<file path="src/rtl/fft_pkg.sv">
// Shared constants, types and helpers for the radix-2^2 SDF FFT pipeline.
package fft_pkg;

    // Default input component width of the pipeline.
    localparam int FFT_WIDTH = 16;

    // Feedback delay depth of each of the four butterfly stages of the 16-point FFT.
    localparam int STAGE0_DEPTH = 8;
    localparam int STAGE1_DEPTH = 4;
    localparam int STAGE2_DEPTH = 2;
    localparam int STAGE3_DEPTH = 1;

    // Complex sample at the default width after one bit of butterfly growth.
    // Stages built at another width declare the same layout locally
    // with their own WIDTH.
    typedef struct packed {
        logic signed [FFT_WIDTH:0] re;
        logic signed [FFT_WIDTH:0] im;
    } cpx_t;

    // Control counter width. It counts one full frame of 2*DEPTH samples,
    // and its MSB is the butterfly phase.
    function automatic int cnt_width(input int depth);
        return $clog2(depth) + 1;
    endfunction

    // Delay-line pointer width. It is kept at one bit or more so that DEPTH=1 still has a legal vector.
    function automatic int ptr_width(input int depth);
        return (depth > 1) ? $clog2(depth) : 1;
    endfunction

endpackage

</file>
<file path="src/rtl/sdf_delay_line.sv">
// Circular feedback buffer of DEPTH words with a single read/write pointer.
// The read is asynchronous, so the word leaving the buffer is available in
// the same cycle that its slot is overwritten.
module sdf_delay_line
    import fft_pkg::*;
#(
    parameter int DEPTH = STAGE0_DEPTH,
    parameter int DW    = 2 * (FFT_WIDTH + 1)
) (
    input  logic          clk,
    input  logic          rst,
    input  logic          en,
    input  logic [DW-1:0] wr_data,
    output logic [DW-1:0] rd_data
);

    localparam int            PW   = ptr_width(DEPTH);
    localparam logic [PW-1:0] LAST = PW'(DEPTH - 1);

    logic [DW-1:0] mem [DEPTH];
    logic [PW-1:0] ptr;

    // The oldest entry is the one the pointer sits on. It leaves as the new word takes its slot.
    assign rd_data = mem[ptr];

    // Pointer and storage. A reset clears every entry so that no partial frame leaks forward.
    always_ff @(posedge clk) begin
        if (!rst) begin
            ptr <= '0;
            for (int i = 0; i < DEPTH; i++) begin
                mem[i] <= '0;
            end
        end else if (en) begin
            mem[ptr] <= wr_data;
            ptr      <= (ptr == LAST) ? '0 : ptr + 1'b1;
        end
    end

endmodule

</file>
<file path="src/rtl/sdf_bf_stage.sv">
// Radix-2 single-path delay-feedback butterfly stage.
// Phase 0 stores the incoming sample and emits the difference that was left by the previous frame.
// Phase 1 emits the sum of the sample with its partner DEPTH positions earlier,
// and stores their difference for the next frame.
module sdf_bf_stage
    import fft_pkg::*;
#(
    parameter int WIDTH = FFT_WIDTH,
    parameter int DEPTH = STAGE0_DEPTH
) (
    input  logic                    clk,
    input  logic                    rst,
    input  logic                    in_valid,
    input  logic signed [WIDTH-1:0] in_re,
    input  logic signed [WIDTH-1:0] in_im,
    output logic                    out_valid,
    output logic signed [WIDTH:0]   out_re,
    output logic signed [WIDTH:0]   out_im,
    output logic                    out_bf
);

    localparam int CW = cnt_width(DEPTH);
    localparam int XW = WIDTH + 1;

    typedef struct packed {
        logic signed [XW-1:0] re;
        logic signed [XW-1:0] im;
    } cpx_w_t;

    // One guard bit is added to each component. Inputs are bounded by 2^(WIDTH-1),
    // so d+x and d-x always fit and need no saturation.
    function automatic cpx_w_t widen(input logic signed [WIDTH-1:0] re,
                                     input logic signed [WIDTH-1:0] im);
        cpx_w_t r;
        r.re = {re[WIDTH-1], re};
        r.im = {im[WIDTH-1], im};
        return r;
    endfunction

    function automatic cpx_w_t cadd(input cpx_w_t a, input cpx_w_t b);
        cpx_w_t r;
        r.re = a.re + b.re;
        r.im = a.im + b.im;
        return r;
    endfunction

    function automatic cpx_w_t csub(input cpx_w_t a, input cpx_w_t b);
        cpx_w_t r;
        r.re = a.re - b.re;
        r.im = a.im - b.im;
        return r;
    endfunction

    logic [CW-1:0] cnt;
    logic          phase;
    logic          primed;

    cpx_w_t x_p0;
    cpx_w_t d_p0;
    cpx_w_t sum_p0;
    cpx_w_t diff_p0;
    cpx_w_t wr_p0;

    logic   vld_p1;
    cpx_w_t res_p1;
    logic   bf_p1;

    assign phase = cnt[CW-1];

    // Input stage: widen the sample, form the butterfly against the fed-back word,
    // and choose what goes back into the delay line.
    always_comb begin
        x_p0    = widen(in_re, in_im);
        sum_p0  = cadd(d_p0, x_p0);
        diff_p0 = csub(d_p0, x_p0);
        wr_p0   = phase ? diff_p0 : x_p0;
    end

    sdf_delay_line #(
        .DEPTH (DEPTH),
        .DW    (2 * XW)
    ) u_delay (
        .clk     (clk),
        .rst     (rst),
        .en      (in_valid),
        .wr_data (wr_p0),
        .rd_data (d_p0)
    );

    // Frame position and priming. The first phase-0 half after reset has no
    // previous frame to drain, so it stays silent.
    always_ff @(posedge clk) begin
        if (!rst) begin
            cnt    <= '0;
            primed <= 1'b0;
        end else if (in_valid) begin
            cnt <= cnt + 1'b1;
            if (phase) begin
                primed <= 1'b1;
            end
        end
    end

    // Output stage: register one result per accepted sample. The data holds
    // across idle cycles, and only the valid flag drops.
    always_ff @(posedge clk) begin
        if (!rst) begin
            vld_p1 <= 1'b0;
            res_p1 <= '0;
            bf_p1  <= 1'b0;
        end else begin
            vld_p1 <= in_valid & (phase | primed);
            if (in_valid) begin
                res_p1 <= phase ? sum_p0 : d_p0;
                bf_p1  <= phase;
            end
        end
    end

    assign out_valid = vld_p1;
    assign out_re    = res_p1.re;
    assign out_im    = res_p1.im;
    assign out_bf    = bf_p1;

endmodule

</file>
<file path="config.mk">
export PLATFORM = sky130hd
export DESIGN_NAME = sdf_bf_stage
export DESIGN_NICKNAME = d
export VERILOG_FILES = /design/src/rtl/fft_pkg.sv /design/src/rtl/sdf_delay_line.sv /design/src/rtl/sdf_bf_stage.sv
export SDC_FILE = /design/constraint.sdc
export NUM_CORES = 1
export LEC_CHECK = 0
export BUFFER_PORTS_ARGS = -buffer_cell sky130_fd_sc_hd__buf_2
export CORE_ASPECT_RATIO = 0.9
export CORE_MARGIN = 2
export CORE_UTILIZATION = 50
export CTS_CLUSTER_SIZE = 24
export DETAILED_ROUTE_END_ITERATION = 10
export PLACE_DENSITY_LB_ADDON = 0.08
export SLEW_MARGIN = 10
export SYNTH_ARGS = -nofsm -noshare
export SYNTH_HDL_FRONTEND = slang
export SYNTH_SLANG_ARGS = --single-unit
export TNS_END_PERCENT = 30
</file>
<file path="constraint.sdc">
create_clock -name clk -period 4.4 [get_ports clk]
set_input_delay 0 -clock clk [delete_from_list [all_inputs] [get_ports clk]]
set_output_delay 0 -clock clk [all_outputs]
set_load 0.03 [all_outputs]
</file>
==> flow_metrics.py <==
metrics = {
    "floorplanning": {
        "dieArea_sq_um": 35300,
        "die_x_um": 198,
        "dieHeight_um": 178,
        "initial_utilization_pct": 51.1,
        "core-area_sq_um": 33100,
        "io_pins": 71,
        "placement_rows": 63,
    },
    "sta": {
        "relSlewSlack_pct": 21.0,
        "tns_ns": 0,
        "rsz0062_at_grt": "false",
        "setup_viol": 0,
        "finalCriticalPeriod_ns": 4.12,
        "finalCritPeriodShare_pct": 93.7,
        "tightestPinTransition_ns": 1.18,
        "fmax_ghz": 0.242,
        "maxSlewViolCount": 0,
        "finClkSkew_ns": 0.0200,
        "hold_viol": 0,
    },
    "clock_network": {
        "cts.clk_slew.worst_paths_ns": 0.06,
        "htreeDepth": 2,
        "cts_tree": "yes",
        "cts_buffers": 35,
        "root_buffer": "clkbuf_16",
        "cts_sinks": 319,
        "clockBufferDepth": 3,
        "clk_latency_ns": 0.54,
    },
    "synth": {
        "ys_seq_area_share_pct": 53.9,
        "syn-num-nets": 1562,
        "ys_warn_count": 0,
        "synth-main-ff-cell": "edfxtp_1",
        "synthDistinctLibCells": 77,
        "synth_seq_cells": 319,
        "yosysTopAreaCellShare_pct": 48.3,
        "netlist_instances": 1446,
        "synthArstFlopShare_pct": 0,
        "yosysTopAreaCell": "edfxtp_1",
        "synthTopCellsByArea": "edfxtp_1 (48%), mux4_2 (9.1%), nor2_1 (8.1%)",
        "synth_edf_count": 272,
        "netlist_area_sq_um": 16900,
        "syn_area_per_cell_sq_um": 11.7,
    },
    "worst_setup_path": {
        "critPathSlowestCell": "mux4_2",
        "critPathKind": "register to register",
        "critPathRequiredTime_ns": 4.65,
        "critPathBufInv": 1,
        "critPathTopFamily": "multiplexers",
        "arrival_ns": 4.38,
        "crit_chain": "buf_12 > mux4_2 > mux2_2 > fa_1 > a211oi_4 > o211ai_2 > a41oi_2 > o31ai_2 > a221oi_2 > mux2i_1 > xnor2_2 > nor2_1",
        "max_stage_delay_ns": 0.51,
        "crit_path_max_fanout": 22,
        "cp-end-kind": "register",
        "worstSetupStartpointType": "register",
    },
    "hold_path": {
        "hp-start": "in_re[3]",
        "min_path_type": "input port to register",
    },
    "grt": {
        "grt_pass1_wl_um": 67600,
        "antenna_found_initial": 1,
        "grt_pass1_vias": 11100,
        "grt_overflow": 0,
        "track_usage_pct": 25.9,
        "grt_max_degree": 53,
    },
    "drt": {
        "drtIter0Drc": 1154,
        "drc_errors": 0,
        "wl_per_cell_um": 22.5,
        "firstDrtPassIters": 6,
        "vias": 11600,
        "wl_um": 44600,
        "routed_via_density": 5.87,
        "drtAntennaViolNets": 0,
    },
    "cells_and_area": {
        "drive_gt1_share_pct": 20.0,
        "synthToLayoutAreaGrowth_pct": 13.1,
        "instances_no_fill": 1977,
        "nNetsFinal": 1647,
        "num-fill-cells": 2820,
    },
    "power_and_ir_drop": {
        "p_clk_share_pct": 36.4,
        "p_switching_mw": 2.11,
        "p_sw_share_pct": 27.2,
        "worst_ir_drop_vdd_mv": 0.202,
        "p_leak_nw": 7.39,
        "p_comb_share_pct": 18.9,
        "p_int_mw": 5.65,
        "power_density_nw_per_um2": 406,
        "power_frac_seq_pct": 44.7,
        "p_total_mw": 7.76,
    },
    "place": {
        "portBuffers": 70,
        "dp.cells": 1912,
        "hpwlAfterDp_um": 28100,
        "gp_congestion": 0.879,
    },
    "run_status": {
        "status": "complete, no violations",
    },
    "run": {
        "maxCapViolCount": 0,
    },
}
## synth_stat cells (3+ instances only)
cell / instances
nand3_1: 6
a21oi_1: 80
o21ai_0: 43
o31ai_2: 3
a221oi_1: 3
nand2_1: 49
a31oi_1: 7
a32oi_1: 3
a211oi_1: 13
buf_1: 3
nor3_1: 18
xor2_1: 16
nand2b_1: 13
o31ai_1: 6
nand4_1: 4
nor2b_1: 12
fa_1: 4
o21bai_1: 9
edfxtp_1: 272
a21o_1: 11
mux2_2: 32
ha_1: 77
o21a_1: 5
mux4_2: 68
o21ai_1: 5
dfxtp_1: 47
clkbuf_1: 64
mux2i_1: 23
buf_2: 15
inv_1: 67
nor2_1: 367
o22ai_1: 3
xnor2_1: 41
o211ai_1: 4
## routing by layer
| metal | wire, um | track usage, % | vias to the layer above |
|---|---|---|---|
| li1 | - | - | 5366 |
| met1 | 21000 | 40.0 | 5740 |
| met2 | 19200 | 38.3 | 444 |
| met3 | 3880 | 4.71 | 54 |
| met4 | 581 | 4.98 | 0 |
| met5 | 0 | 0 | - |
## registers in the layout, summed over array words and instances (netlist names), named ones only
signal	flops
u_delay.mem	272
u_delay.ptr	3
out_re	17
out_valid	1
primed	1
cnt	4
out_bf	1
out_im	17
## what timing repair did
| item | CTS | global route |
|---|---|---|
| hold buffers | 4 | 0 |
| setup buffers | 0 | 0 |
| resized for setup | 0 | 0 |
| endpoints found under the hold margin | 22 | 0 |
## cells in the final DEF (no fill, tap or decap), types with 41 or more instances in the layout
| cell | Yosys | final |
|---|---|---|
| mux4_2 | 68 | 68 |
| dfxtp_1 | 47 | 43 |
| edfxtp_1 | 272 | 272 |
| ha_1 | 77 | 77 |
| buf_2 | 15 | 70 |
| buf_4 | 1 | 53 |
| inv_1 | 67 | 67 |
| o21ai_0 | 43 | 43 |
| nor2_1 | 367 | 367 |
| xnor2_1 | 41 | 41 |
| a21oi_1 | 80 | 80 |
| nand2_1 | 49 | 41 |
## stage by stage
step | instance area (sq um) | hold WS, ns | setup slack (ns) | util (%)
3_3_place_gp | 18000 | 0.431 | 0.339 | 54.4
4_1_cts | 19100 | 0.000415 | 0.250 | 57.8
5_1_grt | 19100 | 0.0162 | 0.00613 | 57.8
2_1_floorplan | 16900 | 0.255 | 0.177 | -
6_report | 19100 | 0.00964 | 0.276 | 57.8
3_5_place_dp | 18000 | 0.439 | 0.291 | 54.4
## logic make-up (layout without fill, tap and decap cells)
family          count (synthesis)  in the layout  synth area share, %
mux                           126            126                 12.8
compound gates                226            226                 8.83
other cells                     0              1                    0
xor+xnor                       59             59                 3.15
buf+inv                       154            262                 3.60
simple gates                  481            481                 11.5
flops                         319            319                 53.9
fa+ha+maj                      81             81                 6.17
## power by group through the flow
| stage | Combinational (mW) | Sequential [mW] | Clock (mW) |
|---|---|---|---|
| 2_1_floorplan | 1.02 | 3.56 | 0 |
| 3_3_place_gp | 1.44 | 3.53 | 0 |
| 3_5_place_dp | 1.45 | 3.54 | 0 |
| 4_1_cts | 1.46 | 3.47 | 2.85 |
| 5_1_grt | 1.60 | 3.48 | 2.97 |
| 6_report | 1.47 | 3.47 | 2.82 |
## worst register-to-register path: stages (launching register included)
cell      delay, ns
dfxtp_4        0.48
buf_12         0.26
mux4_2         0.52
mux2_2         0.36
fa_1           0.48
a211oi_4       0.28
o211ai_2       0.15
a41oi_2        0.30
o31ai_2        0.13
a221oi_2       0.29
mux2i_1        0.30
xnor2_2        0.23
nor2_1         0.08
## area by class of cell
type	instances	area (sq um)	share of cell area, %
sequential	319	9120	47.7
clock inverter	17	179	0.935
tap	422	528	2.76
inverter	69	259	1.35
antenna	1	2.50	0.0131
multi-input combinational	973	7230	37.8
clock buffer	43	906	4.74
timing repair buffer	133	908	4.75
## worst paths after layout
| path | endpoint | slack [ns] | cells past startpoint |
|---|---|---|---|
| worst min-delay path | u_delay.mem[0][20] | 0.01 | 4 |
| worst min register to register | out_re[14] | 0.44 | 1 |
| worst max register to register | u_delay.mem[0][33] | 0.28 | 12 |
| worst max-delay path | u_delay.mem[0][33] | 0.28 | 12 |
Power figures use the tool's default switching activity.
